File: src/rtl/tinyalu.sv
// Small multi-cycle ALU: add/and/xor complete one cycle after acceptance,
// mul takes three; each accepted operation ends with a one-cycle done pulse.
module tinyalu (
  input  logic        clk,
  input  logic        reset_n,
  input  logic [7:0]  A,
  input  logic [7:0]  B,
  input  logic [2:0]  op,
  input  logic        start,
  output logic        done,
  output logic [15:0] result
);

  localparam logic [2:0] OP_ADD = 3'b001;
  localparam logic [2:0] OP_AND = 3'b010;
  localparam logic [2:0] OP_XOR = 3'b011;
  localparam logic [2:0] OP_MUL = 3'b100;

  typedef enum logic [2:0] {
    IDLE = 3'd0,
    EXEC = 3'd1,
    MUL1 = 3'd2,
    MUL2 = 3'd3,
    MUL3 = 3'd4,
    DONE = 3'd5
  } state_t;

  state_t      state_q, state_d;
  logic [7:0]  a_q, b_q;
  logic [2:0]  op_q;
  logic        done_d;
  logic [15:0] result_d;
  logic        capture;

  always_comb begin
    // NOTE: every output of this block gets a default first, so no path
    // leaves a signal unassigned and no latch is inferred.
    state_d  = state_q;
    done_d   = 1'b0;
    result_d = result;
    capture  = 1'b0;
    unique case (state_q)
      IDLE: begin
        if (start) begin
          capture = 1'b1;
          state_d = (op == OP_MUL) ? MUL1 : EXEC;
        end
      end
      EXEC: begin
        done_d  = 1'b1;
        state_d = DONE;
        // no_op and reserved opcodes fall through and keep the old result
        case (op_q)
          OP_ADD:  result_d = {8'h00, a_q} + {8'h00, b_q};
          OP_AND:  result_d = {8'h00, a_q & b_q};
          OP_XOR:  result_d = {8'h00, a_q ^ b_q};
          default: result_d = result;
        endcase
      end
      MUL1: state_d = MUL2;
      MUL2: state_d = MUL3;
      MUL3: begin
        done_d   = 1'b1;
        state_d  = DONE;
        result_d = {8'h00, a_q} * {8'h00, b_q};
      end
      DONE:    state_d = IDLE;
      default: state_d = IDLE;
    endcase
  end

  // Reset is synchronous and active-high despite the port name.
  always_ff @(posedge clk) begin
    // NOTE: state is updated with non-blocking assignments so every register
    // samples the pre-edge values, independent of statement order.
    if (reset_n) begin
      state_q <= IDLE;
      done    <= 1'b0;
      result  <= 16'h0000;
      a_q     <= 8'h00;
      b_q     <= 8'h00;
      op_q    <= 3'b000;
    end else begin
      state_q <= state_d;
      done    <= done_d;
      result  <= result_d;
      if (capture) begin
        a_q  <= A;
        b_q  <= B;
        op_q <= op;
      end
    end
  end

endmodule

File: config.mk
export PLATFORM = sky130hd
export DESIGN_NAME = tinyalu
export DESIGN_NICKNAME = d
export VERILOG_FILES = /design/src/rtl/tinyalu.sv
export SDC_FILE = /design/constraint.sdc
export NUM_CORES = 1
export LEC_CHECK = 0
export CORE_MARGIN = 4
export CORE_UTILIZATION = 50
export CTS_CLUSTER_DIAMETER = 150
export DETAILED_ROUTE_END_ITERATION = 16
export GPL_ROUTABILITY_DRIVEN = 1
export PLACE_DENSITY = 0.71
export SLEW_MARGIN = 20
export SYNTH_ARGS = -nofsm -noshare
export SYNTH_HDL_FRONTEND = slang
export SYNTH_SLANG_ARGS = --single-unit
File: constraint.sdc
create_clock -name clk -period 8.7 [get_ports clk]
set_input_delay 1.74 -clock clk [delete_from_list [all_inputs] [get_ports clk]]
set_output_delay 1.74 -clock clk [all_outputs]
set_load 0.02 [all_outputs]
==> out/qor.yml <==
timing:
  rsz0062_at_grt: "false"
  timing.setup.tns_ps: 0
  fin_hold_ws_ps: 466.5
  hold_viol: 0
  final_max_slew_viol_count: 0
  finalSetupViolCount: 0
  min_period_ps: 4465
  tightest_slew_ps: 1004
  final.setup_skew_ps: 8.423
  fmax_ghz: 0.2240
  timing.final.crit_share_pct: 51.32
  fin_ws_ps: 4235
  slew_headroom_pct: 32.80
job:
  cap_viol_max_count: 0
logic_synthesis:
  synth.area.top_cells: "dfxtp_1, fa_1, ha_1"
  syn_nets: 588
  synth_area_leader_cell: "dfxtp_1"
  netlist_area_um2: 4073
  ys_async_sr_fraction_pct: 0
  synth-seq-area-share_pct: 19.17
  ys_ff_latch: 39
  post_synth_inst_count: 485
  synth.distinct_cells: 54
  avgSynthCellArea_um2: 8.397
  synth_top_area_share_pct: 19.17
  yosys_warnings: 0
  synth_flop_cell: "dfxtp_1"
  synthTopCellsByCount: "nand2_1, inv_1, and2_1, ha_1, a21oi_1"
  yosysMostFrequentCell: "nand2_1"
  synth-edff-count: 0
floorplan:
  core_area_um2: 7807
  die_area_um2: 9653
  rows: 32
  boundaryPins: 39
  die_w_um: 98.25
  die_h_um: 98.25
  floorplan.initialDensity_pct: 52.16
cts:
  cts-resized-gates: 0
  cts.clk_slew.worst_paths_ps: 90
  htree_levels: 2
  clkSinkCount: 39
  cts_tree: "yes"
  worstSkewPairLatency_ps: 310
  hold_buffers: 0
  cts_buffer_depth: 2
  numCtsBuffers: 5
  clockRootBuffer: "clkbuf_8"
  post_cts_buffers: 0
pwr:
  switching_power_mw: 0.1956
  power_density_nw_per_um2: 112.9
  combPwrFrac_pct: 31.9
  p_int_mw: 0.3246
  vdd.ir_drop.worst_v: 0.00006766
  seq_power_share_pct: 42.1
  leakagePower_nw: 2.124
  netSwitchingFraction_pct: 37.60
  clkPwrFrac_pct: 26.0
final_layout:
  layout-drive-gt1-share_pct: 5.212
  regArea_um2: 780.7
  multi_input_area_um2: 2999
  fill_cells: 711
  stdcell_count: 620
  final_net_count: 620
  syn2layout_area_growth_pct: 13.18
  antenna_cells: 0
placement:
  dp_hpwl_um: 7374
  place_ws_ps: 4236
  io_buffers: 38
  gp_congestion: 0.8684
  dpl.cell_count: 612
setup_path:
  critPathBufInv: 3
  crit_type: "register to register"
  cp_slowest_cell: "fa_1"
  endpoint_kind: "register"
  critPathRequiredTime_ps: 8950
  path_cells: "nand2_1 -> fa_1 -> fa_1 -> inv_1 -> fa_1 -> inv_1 -> fa_1 -> inv_1 -> ha_1 -> nand4_1 -> and3_1 -> o21a_1 -> or4_1 -> nand3_1"
  path_common_cell: "fa_1"
  path_delay_family: "adder cells"
  worstPathMaxFanout: 9
  cp_slowest_stage_delay_ps: 550
  start_kind: "register"
  arrival_ps: 4720
outcome:
  status: "complete, no violations"
drt:
  viasPerCell: 5.442
  firstDrtPassIters: 4
  antenna_left: 0
  drt_wl_total_um: 9211
  via_count: 3374
  routedWlPerCell_um: 14.86
  drc_errors: 0
  drt_iter0_markers: 201
global_route:
  gr-total-overflow: 0
  antenna_found_initial: 0
  first_global_vias: 3255
  track_usage_pct: 19.75
  grt_max_degree: 38
  grt_pass1_wl_um: 15680
min_path:
  hp-class: "register to register"
-- area by class of cell --
type | instances | share of cell area, %
Timing Repair Buffer | 40 | 8.578
Inverter | 57 | 4.642
Sequential cell | 39 | 16.94
Clock buffer | 5 | 1.493
Tap cell | 102 | 2.769
Multi-Input combinational cell | 374 | 65.07
Clock inverter | 3 | 0.5157
-- sequential cells by signal (all words and copies together), names as in the netlist --
name     cells
result      16
a_q          8
b_q          8
op_q         3
state_q      3
done         1
-- layout by cell type (no fill, tap or decap), drive strengths merged, types with 4 or more instances in the layout --
cell	count
o21ai	13
a21oi	41
fa	37
nor2	23
nand4	5
nor2b	6
nand3	5
clkdlybuf4s50	38
a211oi	7
nand2	67
o22ai	5
and2	47
nand2b	6
clkbuf	5
dfxtp	39
nor3	10
xnor2	8
ha	44
inv	58
or3	4
-- final timing paths --
| kind | start | endpoint | slack (ps) | cells after the start |
|---|---|---|---|---|
| max | b_q[7] | result[12] | 4230 | 14 |
| min | result[9] | result[9] | 470 | 2 |
| max reg2reg | b_q[7] | result[12] | 4230 | 14 |
| min reg2reg | result[9] | result[9] | 470 | 2 |
-- power groups by stage --
stage / clock network (mW) / logic (mW) / registers (mW)
floorplan: 0 / 0.112 / 0.222
global placement: 0 / 0.163 / 0.221
detailed placement: 0 / 0.166 / 0.223
CTS: 0.138 / 0.167 / 0.218
global route: 0.145 / 0.185 / 0.222
finish: 0.135 / 0.166 / 0.219
-- per-stage QoR --
step	cell area [um2]	util, %	power (mW)
after detailed placement	4517	57.85	0.3887
after floorplan	4073	-	0.3340
after global placement	4517	57.85	0.3843
after global routing	4609	59.04	0.5517
after CTS	4609	59.04	0.5237
final	4609	59.04	0.5202
-- layer usage --
layer  vias up  wire, um  global-route usage, %
met4         0       110                  4.727
li1       1691         -                      -
met1      1608      4309                  27.65
met3         8       367                  2.714
met2        67      4423                  32.41
met5         -         0                      0
-- worst register-to-register path: cells and delay by family, from the launching register on --
kind            cells  cell delay [ps]
simple gates        5             1030
flops               1              490
compound gates      1              270
fa+ha+maj           5             2470
buf+inv             3              140
-- logic make-up after synthesis --
| kind of cell | after synthesis | synth area share, % |
|---|---|---|
| muxes | 3 | 0.7374 |
| DFF | 39 | 19.17 |
| and+or+nand+nor | 187 | 23.93 |
| xor gates and xnor gates | 10 | 2.151 |
| AOI/OAI and AO/OA | 93 | 15.12 |
| buffers and inverters | 72 | 7.189 |
| adders and majority gates | 81 | 31.71 |
Note: power is estimated with default switching activity, not from simulation.
